$ cat config.mk
export PLATFORM = sky130hd
export DESIGN_NAME = rca64_operand_loader_flat
export DESIGN_NICKNAME = d
export VERILOG_FILES = /design/src/rtl/rca64_operand_loader_if.sv /design/src/rtl/rca64_operand_loader.sv /design/src/flat_wrapper.sv
export SDC_FILE = /design/constraint.sdc
export NUM_CORES = 1
export LEC_CHECK = 0
export CAP_MARGIN = 40
export CORE_MARGIN = 4
export CORE_UTILIZATION = 45
export DETAILED_ROUTE_END_ITERATION = 7
export MAX_ROUTING_LAYER = met4
export PLACE_DENSITY = 0.79
export SETUP_SLACK_MARGIN = 0.15
export SLEW_MARGIN = 20
export SYNTH_ARGS = -nofsm -noshare
export SYNTH_HDL_FRONTEND = slang
export SYNTH_SLANG_ARGS = --single-unit
$ cat constraint.sdc
create_clock -name clk -period 5.2 [get_ports clk]
set_input_delay 1.04 -clock clk [delete_from_list [all_inputs] [get_ports clk]]
set_output_delay 1.04 -clock clk [all_outputs]
set_load 0.05 [all_outputs]
$ cat src/rtl/rca64_operand_loader_if.sv
// Bus bundle between the operand loader and its environment: word stream in, adder operands/results, result stream out.
// RCA_LOADER_OVF_EN adds the out_ovf signed-overflow flag.
interface rca64_operand_loader_if #(
    parameter int WORD_W = 16
);
    logic              in_valid;
    logic              in_ready;
    logic [WORD_W-1:0] in_data;
    logic              in_cin;
    logic [63:0]       add_a;
    logic [63:0]       add_b;
    logic              add_cin;
    logic [63:0]       add_s;
    logic              add_cout;
    logic              out_valid;
    logic              out_ready;
    logic [63:0]       out_sum;
    logic              out_cout;
`ifdef RCA_LOADER_OVF_EN
    logic              out_ovf;
`endif

    // master: word source, adder and result sink; slave: the loader itself
    modport master (
        output in_valid, in_data, in_cin, add_s, add_cout, out_ready,
        input  in_ready, add_a, add_b, add_cin, out_valid, out_sum, out_cout
`ifdef RCA_LOADER_OVF_EN
        , input out_ovf
`endif
    );

    modport slave (
        input  in_valid, in_data, in_cin, add_s, add_cout, out_ready,
        output in_ready, add_a, add_b, add_cin, out_valid, out_sum, out_cout
`ifdef RCA_LOADER_OVF_EN
        , output out_ovf
`endif
    );
endinterface

$ cat src/rtl/rca64_operand_loader.sv
// Front end of the 64-bit ripple-carry adder: builds A/B from a 16-bit word stream, waits out the carry ripple,
// then registers S/Cout for a valid/ready result port. Optional RCA_LOADER_OVF_EN adds a signed-overflow flag.
module rca64_operand_loader #(
    parameter int WORD_W        = 16,
    parameter int SETTLE_CYCLES = 4
) (
    input  logic                 clk,
    input  logic                 rst_n,
    rca64_operand_loader_if.slave bus
);

    localparam logic [1:0] LOAD_A = 2'd0;
    localparam logic [1:0] LOAD_B = 2'd1;
    localparam logic [1:0] SETTLE = 2'd2;
    localparam logic [1:0] HOLD   = 2'd3;

    localparam int               CNT_W       = (SETTLE_CYCLES > 1) ? $clog2(SETTLE_CYCLES) : 1;
    localparam logic [CNT_W-1:0] SETTLE_LAST = CNT_W'(SETTLE_CYCLES - 1);
    localparam logic [1:0]       LAST_WORD   = 2'd3;

    logic [1:0]       state;
    logic [1:0]       state_nxt;
    logic [1:0]       word_idx;
    logic [CNT_W-1:0] settle_cnt;
    logic             accept;
    logic             last_word;
    logic             capture;
    logic             release_res;

    assign accept      = bus.in_valid & bus.in_ready;
    assign last_word   = (word_idx == LAST_WORD);
    assign capture     = (state == SETTLE) && (settle_cnt == SETTLE_LAST);
    assign release_res = (state == HOLD) && bus.out_ready;

    always_comb begin
        state_nxt = state;
        case (state)
            LOAD_A:  if (accept && last_word) state_nxt = LOAD_B;
            LOAD_B:  if (accept && last_word) state_nxt = SETTLE;
            SETTLE:  if (capture)             state_nxt = HOLD;
            HOLD:    if (bus.out_ready)       state_nxt = LOAD_A;
            default:                          state_nxt = LOAD_A;
        endcase
    end

    // in_ready is registered from the next state so it stays low through reset and rises on the first edge after it
    always_ff @(posedge clk or negedge rst_n) begin
        if (!rst_n) begin
            state        <= LOAD_A;
            word_idx     <= 2'd0;
            settle_cnt   <= '0;
            bus.in_ready <= 1'b0;
        end else begin
            state        <= state_nxt;
            bus.in_ready <= (state_nxt == LOAD_A) || (state_nxt == LOAD_B);
            if (accept) begin
                word_idx <= word_idx + 2'd1;
            end
            if (state == SETTLE) begin
                settle_cnt <= settle_cnt + CNT_W'(1);
            end else begin
                settle_cnt <= '0;
            end
        end
    end

    // Operands only change on accepted words, so they are quiet for the whole settle window
    always_ff @(posedge clk or negedge rst_n) begin
        if (!rst_n) begin
            bus.add_a   <= '0;
            bus.add_b   <= '0;
            bus.add_cin <= 1'b0;
        end else if (accept) begin
            if (state == LOAD_A) begin
                bus.add_a[WORD_W*word_idx +: WORD_W] <= bus.in_data;
                if (word_idx == 2'd0) begin
                    bus.add_cin <= bus.in_cin;
                end
            end else if (state == LOAD_B) begin
                bus.add_b[WORD_W*word_idx +: WORD_W] <= bus.in_data;
            end
        end
    end

    always_ff @(posedge clk or negedge rst_n) begin
        if (!rst_n) begin
            bus.out_valid <= 1'b0;
            bus.out_sum   <= '0;
            bus.out_cout  <= 1'b0;
        end else if (capture) begin
            bus.out_valid <= 1'b1;
            bus.out_sum   <= bus.add_s;
            bus.out_cout  <= bus.add_cout;
        end else if (release_res) begin
            bus.out_valid <= 1'b0;
        end
    end

`ifdef RCA_LOADER_OVF_EN
    // Signed overflow: like-signed operands whose sum flips sign
    always_ff @(posedge clk or negedge rst_n) begin
        if (!rst_n) begin
            bus.out_ovf <= 1'b0;
        end else if (capture) begin
            bus.out_ovf <= (bus.add_a[63] == bus.add_b[63]) && (bus.add_s[63] != bus.add_a[63]);
        end else if (release_res) begin
            bus.out_ovf <= 1'b0;
        end
    end
`else
`endif

endmodule

$ cat src/flat_wrapper.sv
// flat-port wrapper written by rule: the top's interface ports become plain ports
module rca64_operand_loader_flat 
#(
    parameter int WORD_W        = 16,
    parameter int SETTLE_CYCLES = 4
)
  (clk, rst_n, bus_in_valid, bus_in_data, bus_in_cin, bus_add_s, bus_add_cout, bus_out_ready, bus_in_ready, bus_add_a, bus_add_b, bus_add_cin, bus_out_valid, bus_out_sum, bus_out_cout);
  rca64_operand_loader_if #(.WORD_W(WORD_W)) bus_i ();
  input  logic clk;
  input  logic rst_n;
  input wire logic [$bits(bus_i.in_valid)-1:0] bus_in_valid;
  input wire logic [$bits(bus_i.in_data)-1:0] bus_in_data;
  input wire logic [$bits(bus_i.in_cin)-1:0] bus_in_cin;
  input wire logic [$bits(bus_i.add_s)-1:0] bus_add_s;
  input wire logic [$bits(bus_i.add_cout)-1:0] bus_add_cout;
  input wire logic [$bits(bus_i.out_ready)-1:0] bus_out_ready;
  output wire logic [$bits(bus_i.in_ready)-1:0] bus_in_ready;
  output wire logic [$bits(bus_i.add_a)-1:0] bus_add_a;
  output wire logic [$bits(bus_i.add_b)-1:0] bus_add_b;
  output wire logic [$bits(bus_i.add_cin)-1:0] bus_add_cin;
  output wire logic [$bits(bus_i.out_valid)-1:0] bus_out_valid;
  output wire logic [$bits(bus_i.out_sum)-1:0] bus_out_sum;
  output wire logic [$bits(bus_i.out_cout)-1:0] bus_out_cout;
  assign bus_i.in_valid = bus_in_valid;
  assign bus_i.in_data = bus_in_data;
  assign bus_i.in_cin = bus_in_cin;
  assign bus_i.add_s = bus_add_s;
  assign bus_i.add_cout = bus_add_cout;
  assign bus_i.out_ready = bus_out_ready;
  assign bus_in_ready = bus_i.in_ready;
  assign bus_add_a = bus_i.add_a;
  assign bus_add_b = bus_i.add_b;
  assign bus_add_cin = bus_i.add_cin;
  assign bus_out_valid = bus_i.out_valid;
  assign bus_out_sum = bus_i.out_sum;
  assign bus_out_cout = bus_i.out_cout;
  rca64_operand_loader #(.WORD_W(WORD_W), .SETTLE_CYCLES(SETTLE_CYCLES)) u_core (.clk(clk), .rst_n(rst_n), .bus(bus_i));
endmodule
-- Word level (Yosys, flattened, before mapping)
Cells that the tools add are included.
- bits of input ports: 86
- register bits after elaboration: 202
- bits in latches: 0
- logic and storage cells: 44
- ROM bits: 0
- memory bits (writable): 0
- output and inout port bits: 196
- memories: 0
- magnitude comparators: 0
- equality and inequality tests: 6
- add/sub/neg operators: 3
- shift-type cells: 2
- reduce and logical (&&, ||, !) cells: 11
- divide/modulo/power cells: 0
- multiply operators: 0
- bitwise gates (word level): 2
- multiplexer cells: 10
- operators by type and width (operator ; number):
    bitwise mux 64 bit ; 2
    variable shift 16 x 34 -> 64 bit, first input constant ; 1
    indexed part select 16 x 34 -> 64 bit ; 1
    negator 6 -> 34 bit ; 1
    2-to-1 mux 2 bit ; 5
    == test 2 bit, second input constant ; 4
    one-hot mux 2 bit (4 select lines) ; 1
    logical NOT 2 bit ; 3
    AND reduction 3 bit ; 2
    adder 2 x 1 -> 2 bit, second input constant ; 2
    == test 2 x 1 -> 1 bit, second input constant ; 2
    logical AND 1 bit ; 3
    2-to-1 mux 1 bit ; 2
    AND reduction 2 bit ; 1
    nonzero test 2 bit ; 1
    bitwise AND 1 bit ; 1
    logical OR 1 bit ; 1
    inverter 1 bit ; 1

-- Longest topological paths before layout
- depth after elaboration: 6
- depth in mapped cells: 6
- depth with buffers taken out: 5

-- Worst setup path before layout
Ideal clock, no wire load.
- kind: input-to-reg
- from: in bus_in_valid
- to: reg u_core.bus.add_a[10]
- slack: 3.017 ns
- cell stages on the path: 5
- arrival time: 2.058 ns
- path through: and2b_1 -> and4b_1 -> buf_2 -> buf_2 -> mux2_2
- word-level cells in the longest chain between the ends: 2
- RTL lines (element ; RTL line ; text):
    start: declaration ; flat_wrapper.sv:11 ; input wire logic [$bits(bus_i.in_valid)-1:0] bus_in_valid;
    bitwise AND 1 bit ; rca64_operand_loader.sv:30 ; assign accept = bus.in_valid & bus.in_ready;
    AND reduction 2 bit (no line) ; - ;
    end signal: indexed assignment ; rca64_operand_loader.sv:75 ; bus.add_a[WORD_W*word_idx +: WORD_W] <= bus.in_data;
    end: declaration ; rca64_operand_loader_if.sv:34 ; output in_ready, add_a, add_b, add_cin, out_valid, out_sum, out_cout
No other way between the ends.
A chain may end at the register's enable or synchronous reset.

-- Final worst setup path
- from: reg u_core.bus.in_ready
- to: out bus_in_ready
- RTL lines (element ; RTL line ; text):
    start: declaration ; rca64_operand_loader_if.sv:34 ;
    start signal: assignment ; rca64_operand_loader.sv:55 ; bus.in_ready <= (state_nxt == LOAD_A) || (state_nxt == LOAD_B);
    end: declaration ; flat_wrapper.sv:17 ; output wire logic [$bits(bus_i.in_ready)-1:0] bus_in_ready;
No word-level cell between the ends.

==> results by group <==
Setup path
  • Worst path buffer plus inverter count: 1
  • Crit-path slowest cell: clkdlybuf4s50_1
  • CP Max Fanout: 7
  • Crit-path cells: clkdlybuf4s50_1
  • Crit-path max cell delay: 850 ps
  • Critical Path RT: 4160 ps
  • Largest delay share family, worst path: buffers and inverters
  • CP Launch Type: flop
  • WP data arrival: 1780 ps
  • Worst setup EP type: primary output
  • Worst Path Class, Setup: reg -> out

Timing
  • Final setup violation count: 0
  • Setup tns final: 0 ps
  • Skew final: 10.7 ps
  • Final hold vios: 0
  • Final min period: 2820 ps
  • Fmax: 354 MHz
  • Max-slew violations: 0
  • Period utilization: 54.3%
  • Fin worst setup slack: 2380 ps
  • Relative slew slack: 50.5%
  • Worst-Margin Slew: 742 ps
  • RSZ-0062 raised after global routing: no

Pwr
  • Worst VDD drop: 0.000502 V
  • Pwr dens: 633 mW/mm²
  • Pint: 0.00441 W
  • Flop pwr share: 30.7%
  • Comb power frac: 48.3%
  • Sw frac: 42.3%
  • Clock Power Share: 21.0%
  • P_leak: 5.61 nW
  • Net Sw Power: 0.00324 W

Global routing
  • Initial antenna violation count: 0
  • M3 GR Usage: 3.89%
  • GRT met1 Usage: 25.4%
  • Met2 GRT Util: 35.7%
  • Number of global-route vias before repair: 5902
  • Largest net degree at the start of global routing: 95
  • Top Usage Layer GRT: met2
  • First-pass GRT wire length: 33000 µm
  • GRT Overall Usage: 21.0%
  • Total gr overflow: 0

Logic synthesis
  • Top-area cell type share of the netlist area: 61.2%
  • Largest area contributor in the netlist: dfrtp_1
  • FF+latch count, synth: 202
  • Synth warn: 0
  • Mapped Cells: 524
  • Sequential area share after synthesis: 61.2%
  • Top post-synthesis cells by area: dfrtp_1 61%, mux2_2 23%, mux2_4 5.5%
  • Count of cell types in the netlist: 27
  • Mean post-synth cell area: 15.7 µm²
  • Syn Std Cell Area: 0.00825 mm²
  • Mapped Nets: 617

Final layout
  • Most frequent cells in the layout: 280 x clkdlybuf4s50_1, 202 x dfrtp_1, 165 x mux2_2, 64 x and2_1, 30 x mux2_4
  • Final Util: 67.0%
  • Final net count: 909
  • Share of layout cells above drive strength 1: 30.8%
  • Post-route cell area: 0.0121 mm²
  • Layout Cells excl Fill: 1061
  • Fillers: 1279
  • Commonest non-fill, non-tap cell in the layout: clkdlybuf4s50_1
  • Layout Area Growth over Synthesis: 46.4%
  • Diodes inserted: 0

CTS
  • Setup Fix Bufs, Post-CTS: 0
  • Worst-Skew Late Latency: 490 ps
  • Clk buf depth: 3
  • # H-tree levels: 1
  • TritonCTS Buffers: 23
  • Clock-pin slew on the worst setup and hold paths: 60 ps
  • Cts repair resizes: 0
  • Hold-fix buffers at CTS: 0
  • Clk sinks: 202
  • Root buf cell: clkbuf_16
  • CTS tree: built

Placement
  • Dpl ws: 2200 ps
  • # placed instances: 1017
  • DP HPWL: 16200 µm
  • IO buf count: 281
  • Placed cell area: 0.0113 mm²
  • Placer Congestion: 0.815

Drt
  • Drt total wl: 21800 µm
  • Via-to-Cell Ratio: 5.02
  • TritonRoute pass-1 iters: 4
  • Vias: 5328
  • Wirelength per Cell: 20.6 µm
  • Initial detailed-routing violation count: 182
  • DRC Markers: 0
  • Remaining antenna violation count: 0

Die
  • Starting Density: 45.8%
  • Die Ht: 143 µm
  • Cell Rows: 49
  • CORE AREA: 0.0180 mm²
  • Die Area: 0.0206 mm²
  • Die width: 143 µm
  • IO Pins: 282

Outcome
  • Status: complete, no violations

Worst hold path
  • Hold Path Class: in -> async

Flow run
  • Max-cap violations: 0
[kinds of logic (layout without fill, tap and decap cells)]
logic type	count (synthesis)	count (layout)	share of synthesized area, %
adder cells (fa/ha/maj)	7	7	1.06
flip-flops	202	202	61.2
buffers and inverters	25	333	2.02
multiplexers	195	195	28.0
AO/OA/AOI/OAI	5	5	0.349
XOR/XNOR	1	1	0.106
AND/OR/NAND/NOR	89	89	7.25
[power by group through the flow]
stage | clock (W) | combinational, W | sequential [W]
floorplan | 0 | 0.000904 | 0.00385
global placement | 0 | 0.00363 | 0.00233
detailed placement | 0 | 0.00370 | 0.00236
CTS | 0.00164 | 0.00372 | 0.00235
global route | 0.00171 | 0.00385 | 0.00240
finish | 0.00160 | 0.00369 | 0.00235
[final timing paths]
kind                                                start                                  to  slack (ps)  cells past startpoint
setup / recovery            u_core.bus.in_ready$_DFF_PN0_                        bus_in_ready        2380                      1
hold / removal                                      rst_n  u_core.bus.out_sum[35]$_DFFE_PN0P_         440                      1
setup reg to reg           u_core.word_idx[0]$_DFFE_PN0P_    u_core.bus.add_b[27]$_DFFE_PN0P_        3060                      5
hold reg to reg            u_core.settle_cnt[0]$_DFF_PN0_      u_core.settle_cnt[0]$_DFF_PN0_         440                      1
max in group asynchronous                           rst_n  u_core.bus.out_sum[15]$_DFFE_PN0P_        3920                      2
min in group clk           u_core.settle_cnt[0]$_DFF_PN0_      u_core.settle_cnt[0]$_DFF_PN0_         440                      1
[stage by stage]
| stage | hold WS (ps) | power (W) |
|---|---|---|
| 2_1_floorplan | 414 | 0.00475 |
| 3_3_place_gp | 426 | 0.00596 |
| 3_5_place_dp | 432 | 0.00607 |
| 4_1_cts | 437 | 0.00770 |
| 5_1_grt | 439 | 0.00796 |
| 6_report | 437 | 0.00765 |
[layout make-up]
cell class,count,area (µm²),share of cell area (%)
repair buffers,289,2920,24.1
multi-input cells,297,3050,25.2
inverters,3,11.3,0.0932
well taps,229,287,2.37
clock buffers,30,662,5.48
flip-flops and latches,202,5050,41.8
clock inverters,11,105,0.870
[registers in the layout, indices dropped and copies added, names as in the netlist]
name	count
u_core.state	2
u_core.bus.add_cin	1
u_core.settle_cnt	2
u_core.bus.out_valid	1
u_core.bus.add_b	64
u_core.word_idx	2
u_core.bus.out_cout	1
u_core.bus.in_ready	1
u_core.bus.add_a	64
u_core.bus.out_sum	64
[layer usage]
layer | share of wire, % | routed length [µm]
met1 | 39 | 8600
met2 | 51 | 11200
met3 | 5.4 | 1190
met4 | 3.7 | 797
met5 | 0 | 0
[synth_stat cells (all sizes together)]
master  count
and2b       1
a22oi       1
and4bb      1
mux2      195
inv         3
o21ai       1
clkbuf      7
nand3b      1
nand4       1
o22ai       1
a21oi       2
and4b       3
and3b       2
and2       64
xnor2       1
buf        15
nor3b       4
dfrtp     202
ha          7
nand2      12
Power figures use the tool's default switching activity.
